===== src/rtl/if_fetch_unit.sv =====
// Instruction fetch unit: one request/ack read per instruction from the PC register,
// delivered to IF/ID with a valid flag; drives the PC hold so the PC advances once per delivery or flush.
module if_fetch_unit #(
    parameter int TIMEOUT_CYC = 64
) (
    input  logic        clk_i,
    input  logic        rst_i,
    input  logic        start_i,
    input  logic [31:0] pc_i,
    input  logic        flush_i,
    input  logic        id_stall_i,
    output logic        pc_hold_o,
    output logic        mem_req_o,
    output logic [31:0] mem_addr_o,
    input  logic        mem_ack_i,
    input  logic [31:0] mem_rdata_i,
    output logic [31:0] instr_o,
    output logic [31:0] instr_pc_o,
    output logic        instr_valid_o,
    output logic        misalign_o,
    output logic        timeout_o
);

    localparam int CNT_W = $clog2(TIMEOUT_CYC);
    localparam logic [CNT_W-1:0] CNT_LAST = CNT_W'(TIMEOUT_CYC - 1);

    typedef enum logic [2:0] {
        S_IDLE,
        S_ISSUE,
        S_FETCH,
        S_OUT,
        S_ERR
    } state_e;

    state_e           state_q;
    logic             kill_q;
    logic [CNT_W-1:0] cnt_q;
    logic             mem_req_q;
    logic [31:0]      mem_addr_q;
    logic [31:0]      instr_q;
    logic [31:0]      instr_pc_q;
    logic             instr_valid_q;
    logic             misalign_q;
    logic             timeout_q;

    // Handshakes: memory side holds mem_req_o with a stable address until a single-cycle
    // mem_ack_i; IF/ID side transfers on any cycle with instr_valid_o=1 and id_stall_i=0.
    always_comb begin
        pc_hold_o = 1'b1;
        if ((state_q == S_ISSUE || state_q == S_FETCH || state_q == S_OUT) && flush_i) begin
            pc_hold_o = 1'b0;
        end
        if (state_q == S_OUT && !id_stall_i) begin
            pc_hold_o = 1'b0;
        end
    end

    always_ff @(posedge clk_i or negedge rst_i) begin
        if (!rst_i) begin
            state_q       <= S_IDLE;
            kill_q        <= 1'b0;
            cnt_q         <= '0;
            mem_req_q     <= 1'b0;
            mem_addr_q    <= 32'h0;
            instr_q       <= 32'h0;
            instr_pc_q    <= 32'h0;
            instr_valid_q <= 1'b0;
            misalign_q    <= 1'b0;
            timeout_q     <= 1'b0;
        end else begin
            case (state_q)
                S_IDLE: begin
                    if (start_i) begin
                        state_q <= S_ISSUE;
                    end
                end
                S_ISSUE: begin
                    // A flush here means the PC loads the redirect target on this edge.
                    if (flush_i) begin
                        state_q <= S_ISSUE;
                    end else if (!start_i) begin
                        state_q <= S_IDLE;
                    end else if (pc_i[1:0] != 2'b00) begin
                        misalign_q <= 1'b1;
                        state_q    <= S_ERR;
                    end else begin
                        mem_addr_q <= pc_i;
                        mem_req_q  <= 1'b1;
                        cnt_q      <= '0;
                        state_q    <= S_FETCH;
                    end
                end
                S_FETCH: begin
                    if (mem_ack_i) begin
                        mem_req_q <= 1'b0;
                        if (kill_q || flush_i) begin
                            kill_q  <= 1'b0;
                            state_q <= S_ISSUE;
                        end else begin
                            instr_q       <= mem_rdata_i;
                            instr_pc_q    <= mem_addr_q;
                            instr_valid_q <= 1'b1;
                            state_q       <= S_OUT;
                        end
                    end else begin
                        if (flush_i) begin
                            kill_q <= 1'b1;
                        end
                        if (cnt_q == CNT_LAST) begin
                            timeout_q <= 1'b1;
                            mem_req_q <= 1'b0;
                            state_q   <= S_ERR;
                        end else begin
                            cnt_q <= cnt_q + CNT_W'(1);
                        end
                    end
                end
                S_OUT: begin
                    if (flush_i) begin
                        instr_valid_q <= 1'b0;
                        state_q       <= S_ISSUE;
                    end else if (!id_stall_i) begin
                        instr_valid_q <= 1'b0;
                        state_q       <= start_i ? S_ISSUE : S_IDLE;
                    end
                end
                default: begin
                    mem_req_q     <= 1'b0;
                    instr_valid_q <= 1'b0;
                    state_q       <= S_ERR;
                end
            endcase
        end
    end

    assign mem_req_o     = mem_req_q;
    assign mem_addr_o    = mem_addr_q;
    assign instr_o       = instr_q;
    assign instr_pc_o    = instr_pc_q;
    assign instr_valid_o = instr_valid_q;
    assign misalign_o    = misalign_q;
    assign timeout_o     = timeout_q;

endmodule


===== config.mk =====
export PLATFORM = sky130hd
export DESIGN_NAME = if_fetch_unit
export DESIGN_NICKNAME = d
export VERILOG_FILES = /design/src/rtl/if_fetch_unit.sv
export SDC_FILE = /design/constraint.sdc
export NUM_CORES = 1
export LEC_CHECK = 0
export ABC_CLOCK_PERIOD_IN_PS = 3800
export BUFFER_PORTS_ARGS = -buffer_cell sky130_fd_sc_hd__clkbuf_2
export CORE_MARGIN = 8
export CORE_UTILIZATION = 52
export DETAILED_ROUTE_END_ITERATION = 10
export PLACE_DENSITY = 0.84
export SYNTH_ARGS = -nofsm -noshare
export SYNTH_HDL_FRONTEND = slang
export SYNTH_SLANG_ARGS = --single-unit
export TNS_END_PERCENT = 5

===== constraint.sdc =====
create_clock -name clk_i -period 3.8 [get_ports clk_i]
set_input_delay 0.76 -clock clk_i [delete_from_list [all_inputs] [get_ports clk_i]]
set_output_delay 0.76 -clock clk_i [all_outputs]
set_load 0.01 [all_outputs]

**After elaboration in Yosys (flattened, before gate mapping)**

Index checks and enable logic that the tools add are counted.

- $add $sub $neg: 1
- Multiply operators: 0
- Div/mod/pow operators: 0
- Order comparisons: 0
- Eq/ne operators: 15
- Shifts and indexed selects: 0
- Muxes and demuxes: 33
- Bitwise logic cells: 6
- Reduce and logical (&&, ||, !) cells: 21

Operators with widths:

| cell | count |
|---|---|
| $mux 6 | 5 |
| $mux 3 | 8 |
| $ne 2x2->1 const B | 8 |
| $mux 1 | 15 |
| $pmux 3 s4 | 1 |
| $pmux 6 s2 | 1 |
| $reduce_and 3->1 | 4 |
| $reduce_and 4->1 | 3 |
| $add 6x1->6 const B | 1 |
| $eq 3x2->1 const B | 2 |
| $eq 6x6->1 const B | 1 |
| $not 1->1 | 6 |
| $pmux 1 s3 | 2 |
| $reduce_and 6->1 | 1 |
| $reduce_bool 2->1 | 3 |
| $reduce_and 5->1 | 1 |
| $reduce_or 2->1 | 2 |
| $eq 3x1->1 const B | 1 |
| $logic_not 3->1 | 1 |
| $logic_or 1x1->1 | 3 |
| $ne 3x2->1 const B | 1 |
| $ne 3x3->1 const B | 1 |
| $logic_and 1x1->1 | 2 |
| $mux 2 | 1 |
| other kinds (2) | 2 |

- Register bits: 110
- Latch bits: 0
- Bits in writable memories: 0
- Memory bits (read-only): 0
- Input port bits: 70
- Word-level logic and storage cells: 86
- Memories kept: 0

**Depth between registers and ports, before layout**

Gate-level depths: netlist of run 1.

- Word-level depth: 6
- Gate-level depth with buffers: 7

**Worst setup path after synthesis of run 1**

OpenSTA, ideal clock, no wires.

- Kind: input-to-reg
- Start: input flush_i
- End: register mem_addr_q[27] (netlist: mem_addr_o[27])
- Library setup time: 0.125 ns
- Arrival: 1.815 ns
- Data required time: 3.675 ns
- Setup slack: 1.860 ns
- Cell stages on the path: 5
- Path through: nor2b_1 -> and4_1 -> buf_2 -> buf_2 -> mux2_2

- Longest elaborated chain between the ends: 2

Ends and longest elaborated chain:

| what | line | source |
|---|---|---|
| start: declaration | 10 | `input logic flush_i,` |
| $not 1->1 (no source line) | -- |  |
| $reduce_and 4->1 (no source line) | -- |  |
| end signal: assignment | 87 | `mem_addr_q <= pc_i;` |
| end: declaration | 39 | `logic [31:0] mem_addr_q;` |

Every way passes these cells.
A chain may end at the register's enable or synchronous reset.

**Final worst setup path of run 1**

- Start: register state_q[1]
- End: register instr_q[12] (netlist: instr_o[12])

- Longest elaborated chain between the ends: 2

Ends and longest elaborated chain:

| what | line | source |
|---|---|---|
| start: declaration | 35 | `state_e state_q;` |
| start signal: assignment | 124 | `state_q <= start_i ? S_ISSUE : S_IDLE;` |
| $eq 3x2->1 | 71 | `case (state_q)` |
| $reduce_and 3->1 (no source line) | -- |  |
| end signal: assignment | 100 | `instr_q <= mem_rdata_i;` |
| end: declaration | 40 | `logic [31:0] instr_q;` |

Every way passes these cells.

==> results of run 1 <==
[final cells by class]
type,count,area [sq um]
Clock buffer,9,123.9
Clock inverter,5,45.04
Fill cell,604,2715
Inverter,1,3.754
Multi-Input combinational cell,157,1595
Sequential cell,110,2753
Tap cell,105,131.4
Timing Repair Buffer,175,890.9
[critical path: stages (launching register included)]
cell and delay, ns:
dfrtp_1 0.47, nor2b_1 0.19, and2b_2 0.26, nand3_4 0.49
buf_4 0.47, mux2_1 0.37
[cell usage after synthesis, types with 2 or more instances]
library cell	n	share of area, %
nand3_1	4	0.45
dfrtp_1	110	62
nor3_1	2	0.23
buf_2	4	0.45
nor2b_1	6	0.85
o21ai_0	5	0.56
o21ai_1	2	0.23
nor2_1	7	0.59
a21oi_1	5	0.56
mux2_4	38	13
a211oi_1	3	0.51
buf_6	5	1.3
or2_2	2	0.28
nand2b_1	5	0.70
buf_4	2	0.34
a31oi_1	3	0.42
nand2_1	3	0.25
mux2_1	26	6.6
mux2_2	30	7.6
[cell families (layout without fill, tap and decap cells)]
family | Yosys count | count (layout)
AOI/OAI and AO/OA | 23 | 23
adders and majority gates | 1 | 1
buffers and inverters | 13 | 190
DFF | 110 | 110
muxes | 95 | 95
and+or+nand+nor | 38 | 38
[per-stage QoR]
stage	worst slack [ns]	instances	util [%]	hold slack, ns
2_1_floorplan	1.860	280	-	0.4644
3_3_place_gp	1.286	548	65.08	0.4530
3_5_place_dp	1.197	548	65.08	0.4510
4_1_cts	1.404	562	67.12	0.3838
5_1_grt	1.284	562	67.12	0.3873
6_report	1.430	562	67.12	0.3736
[flip-flops by register name, summed over array words and instances (netlist names)]
name	flops
timeout_o	1
mem_req_o	1
instr_valid_o	1
mem_addr_o	32
state_q	3
instr_pc_o	32
cnt_q	6
instr_o	32
misalign_o	1
kill_q	1
[metal layers]
layer,wire length [microns],GRT usage [%]
met5,13,0
met1,4019,21.04
met3,936,5.770
met2,5164,28.47
met4,147,5.865
[worst max path at each step]
stage | start | to | depth (start not counted)
5_1_grt | state_q[1] | instr_o[10] | 5
6_report | state_q[1] | instr_o[12] | 5
3_3_place_gp | flush_i | instr_o[16] | 5
2_1_floorplan | flush_i | mem_addr_o[27] | 5
3_5_place_dp | flush_i | instr_o[12] | 5
4_1_cts | state_q[1] | instr_o[12] | 5
[where the power goes]
group	leakage [nW]	internal, W	switching (W)	total (W)
Combinational	1.59	0.000301	0.000278	0.000578
Sequential	1.50	0.00137	0.000162	0.00153
Clock	0.0837	0.000241	0.000378	0.000619
==> results.cfg, run 1 <==
[yosys]
netlist_area_sq_mm = 0.004439
ys_warn_count = 0
synth_nets = 351
synth_edf_count = 0
synth_top_family_by_area = multiplexers
syn_inst = 280
synthXorXnorAreaFrac_pct = 0
yosys.area_share.simple_pct = 4.961
yosys.area_share.adder_pct = 0.2818
synth_ff_type = dfrtp_1
synth-seq-cells = 110
synth.area.mux_share_pct = 27.28
ys_types = 37
synth_seq_area_share_pct = 62.01
ys_async_sr_fraction_pct = 100.0
synth_compound_area_share_pct = 3.241
syn_avg_cell_area_sq_um = 15.85

[grt]
grt_pass1_vias = 3157
grt_start_max_net_pins = 45
antenna_found_initial = 1
grt.total_usage_pct = 17.34
grt_pass1_wl_microns = 16170
globalRouteOverflowTotal = 0

[pwr]
p_per_area_mw_per_mm2 = 492.3
leakage_nw = 3.173
p_total_w = 0.002729
peakVddDrop_mv = 0.2595

[detailed_routing]
viasPerCell = 5.155
drt_pass1_iterations = 4
wl_microns = 10280
drc = 0
dr_total_vias = 2897
wire_per_inst_microns = 18.29
ant_nets = 0
drt_iter0_drc = 80

[clock_tree]
hold_buffers = 0
path_clk_slew_ns = 0.11
clk_latency_ns = 0.35
cts_resized = 0
cts_tree = built
cts.path.max_buffers = 2
clock_sinks = 110
cts_max_level = 3
cts_setup_buffers = 0
cts_buffers = 9
cts_root_buf = clkbuf_8

[sta]
max_slew_margin_pct = 58.70
finalSetupTns_ns = 0
rsz0062_at_grt = no
hold_violations = 0
fmax_mhz = 421.9
slew_violations = 0
min_period_ns = 2.370
period_share_pct = 62.38
final-setup-viol-count = 0
fin_skew_ns = 0.01284
worst-slew-pin-transition_ns = 0.6196

[setup_path]
path_class = reg -> reg
critPathCaptureType = flip-flop
cp.required_ns = 4.03
r2r-start = state_q[1]
cp_data_arrival_time_ns = 2.60
reg2reg_slack_ns = 1.43
r2r_end = instr_o[12]
crit_fanout = 33
reg2reg_depth = 5
startpoint_type = flip-flop

[die]
start_util_pct = 53.76
rows = 33
fp.dieH_microns = 108.4
core_area_sq_mm = 0.008258
dieArea_sq_mm = 0.01175
ios = 171
die_w_microns = 108.4

[hold_path]
hold_class = in -> async

[placement]
port_buffers = 170
dp_hpwl_microns = 8007
dpl_cell_area_sq_mm = 0.005374
place_congestion = 0.7811

[outcome]
outcome = finished clean

[layout]
fin_nets = 525
design_area_sq_mm = 0.005543
antennaDiodeCount = 0
mostFrequentLayoutCell = clkbuf_2
layout-drive-gt1-share_pct = 57.11
most-common-layout-cells = 169 x clkbuf_2, 110 x dfrtp_1, 38 x mux2_4
area_growth_pct = 24.86

[flow_run]
drv_cap = 0
Power figures use the tool's default switching activity.
==> run 2: changes to the inputs <==
--- a/config.mk
+++ b/config.mk
@@ -5,12 +5,12 @@
 export SDC_FILE = /design/constraint.sdc
 export NUM_CORES = 1
 export LEC_CHECK = 0
-export ABC_CLOCK_PERIOD_IN_PS = 3800
+export ABC_CLOCK_PERIOD_IN_PS = 2300
 export BUFFER_PORTS_ARGS = -buffer_cell sky130_fd_sc_hd__clkbuf_2
 export CORE_MARGIN = 8
-export CORE_UTILIZATION = 52
+export CORE_UTILIZATION = 49
 export DETAILED_ROUTE_END_ITERATION = 10
-export PLACE_DENSITY = 0.84
+export PLACE_DENSITY = 0.8
 export SYNTH_ARGS = -nofsm -noshare
 export SYNTH_HDL_FRONTEND = slang
 export SYNTH_SLANG_ARGS = --single-unit
==> constraint.sdc (replaced) <==
create_clock -name clk_i -period 2.3 [get_ports clk_i]
set_input_delay 0.46 -clock clk_i [delete_from_list [all_inputs] [get_ports clk_i]]
set_output_delay 0.46 -clock clk_i [all_outputs]
set_load 0.01 [all_outputs]
==> run 2 against run 1 <==
Against the previous run:
- register-to-register slack worse by 1.0 ns
- clock power up 86%
- combinational power rose by 65%
- utilization decreased by 3.0 points
- via count rose by 1.1%
- worst setup slack got worse by 1.0 ns
- first-iteration DRC count grew 120%
- total power rose by 70%
- non-clock buffer count rose by 1
- sequential cell count stayed put
- critical path depth unchanged
- largest power group unchanged
- highest routed layer is now met4
==> results.cfg, run 2 (synthesis results as in run 1) <==
[outcome]
outcome = finished clean

[placement]
dp_hpwl_microns = 7624
port_buffers = 170
dpl_cell_area_sq_mm = 0.005424
place_congestion = 0.8595

[detailed_routing]
highest_layer = met4
drt_iter0_drc = 178
wl_met3_microns = 850
wire_per_inst_microns = 17.79
wl_met2_microns = 4752
viasPerCell = 5.166
dr_total_vias = 2929
ant_nets = 0
drt_pass1_iterations = 4
met1Wirelength_microns = 4371
wl_microns = 10090
drc = 0

[layout]
fillers = 689
mostFrequentLayoutCell = clkbuf_2
ff_latch_area_sq_mm = 0.002753
area_growth_pct = 26.63
antennaDiodeCount = 0
design_area_sq_mm = 0.005622
fin_nets = 526
layout-drive-gt1-share_pct = 57.52
multi_input_area_sq_mm = 0.001597
most-common-layout-cells = 169 x clkbuf_2, 110 x dfrtp_1, 38 x mux2_4

[setup_path]
path_class = reg -> reg
cp.buffers_inverters = 1
cp_slowest_cell = dfrtp_1
crit_family = simple AND/OR/NAND/NOR gates
crit_path_cell_trace = nor2b_1 > and2b_2 > nand3_4 > buf_4 > mux2_1
cp.required_ns = 2.54
slowest_delay_ns = 0.46
startpoint_type = flip-flop
cp_data_arrival_time_ns = 2.11
critPathCaptureType = flip-flop
crit_fanout = 28

[grt]
grt_start_max_net_pins = 55
grt_pass1_wl_microns = 16500
grt_pass1_vias = 3220
grt.total_usage_pct = 16.25
globalRouteOverflowTotal = 0
antenna_found_initial = 0

[pwr]
p_sw_share_pct = 28.91
clkPwrFrac_pct = 24.9
p_per_area_mw_per_mm2 = 823.7
pwr-share-comb_pct = 20.6
power.switching_w = 0.001339
p_int_w = 0.003292
peakVddDrop_mv = 0.5024
leakage_nw = 3.195
pwr-share-seq_pct = 54.5

[clock_tree]
cts.path.max_buffers = 2
cts_setup_buffers = 0
clk_latency_ns = 0.36
path_clk_slew_ns = 0.09
cts_root_buf = clkbuf_8
cts_resized = 0
cts_buffers = 9
cts_max_level = 3
cts_tree = built
clock_sinks = 110
hold_buffers = 0

[flow_run]
drv_cap = 0

[sta]
fmax_mhz = 534.6
slew_violations = 0
max_slew_margin_pct = 66.85
period_share_pct = 81.32
worst-slew-pin-transition_ns = 0.4903
hold_violations = 0
finalSetupTns_ns = 0
fin_skew_ns = 0.01280
final-setup-viol-count = 0
min_period_ns = 1.870
rsz0062_at_grt = no

[die]
die_w_microns = 111.2
start_util_pct = 50.66
ios = 171
core_area_sq_mm = 0.008763
fp.dieH_microns = 111.2
rows = 34
dieArea_sq_mm = 0.01236

[hold_path]
hold_class = in -> async
## run 2: changes by cell type in the layout (fill, tap and decap cells not counted)
cell	before	now
buf_12	0	3
clkinvlp_4	1	4
buf_4	6	4
clkinv_4	2	0
and4_1	1	0
and4_2	0	1
bufinv_16	0	1
clkbuf_8	9	10
inv_6	1	0
inv_8	1	0
## run 2: layer usage
layer  track usage, %  vias up
met1            19.87     1462
met4            5.867        0
met2            25.68      114
li1                 -     1345
met5                0        -
met3            6.006        8
## run 2: path summary, 6_finish.rpt
check                               startpoint             to  slack, ns  depth (start not counted)
worst max-delay path                state_q[1]    instr_o[14]       0.43                          5
worst min-delay path                     rst_i    instr_o[25]       0.03                          1
worst max register to register      state_q[1]    instr_o[14]       0.43                          5
worst min register to register      misalign_o     misalign_o       0.49                          1
max in group asynchronous                rst_i  mem_addr_o[7]       1.66                          2
min in group clk_i              mem_rdata_i[3]     instr_o[3]       0.30                          2
## run 2: metrics by stage
step / utilization [%] / total power [W] / setup WS (ns) / std cells / hold WS [ns]
after global placement: 61.89 / 0.003475 / 0.4942 / 552 / 0.4162
final: 64.15 / 0.004630 / 0.4296 / 567 / 0.03117
after global routing: 64.15 / 0.004879 / 0.3247 / 567 / 0.04935
after detailed placement: 61.89 / 0.003547 / 0.4507 / 552 / 0.4283
after CTS: 64.15 / 0.004694 / 0.4315 / 567 / 0.03267
after floorplan: - / 0.002992 / 0.6500 / 280 / 0.1644
## run 2: cell type report
class / count / share of cell area [%]
Inverter: 1 / 0.06677
Timing Repair Buffer: 176 / 16.65
Tap cell: 108 / 2.404
Clock buffer: 10 / 2.448
Multi-Input combinational cell: 157 / 28.40
Clock inverter: 5 / 1.068
Sequential cell: 110 / 48.97
## run 2: power by group through the flow
stage | logic, W | registers (W) | clock network [W]
detailed placement | 0.000982 | 0.00256 | 0
floorplan | 0.000347 | 0.00265 | 0
finish | 0.000955 | 0.00252 | 0.00115
global placement | 0.000950 | 0.00252 | 0
global route | 0.00104 | 0.00257 | 0.00126
CTS | 0.000983 | 0.00253 | 0.00118
## run 2: worst register-to-register path, delay by kind of cell, from the launching register on
kind | cells | cell delay [ns]
buf+inv | 1 | 0.37
flops | 1 | 0.46
mux | 1 | 0.39
simple gates | 3 | 0.54
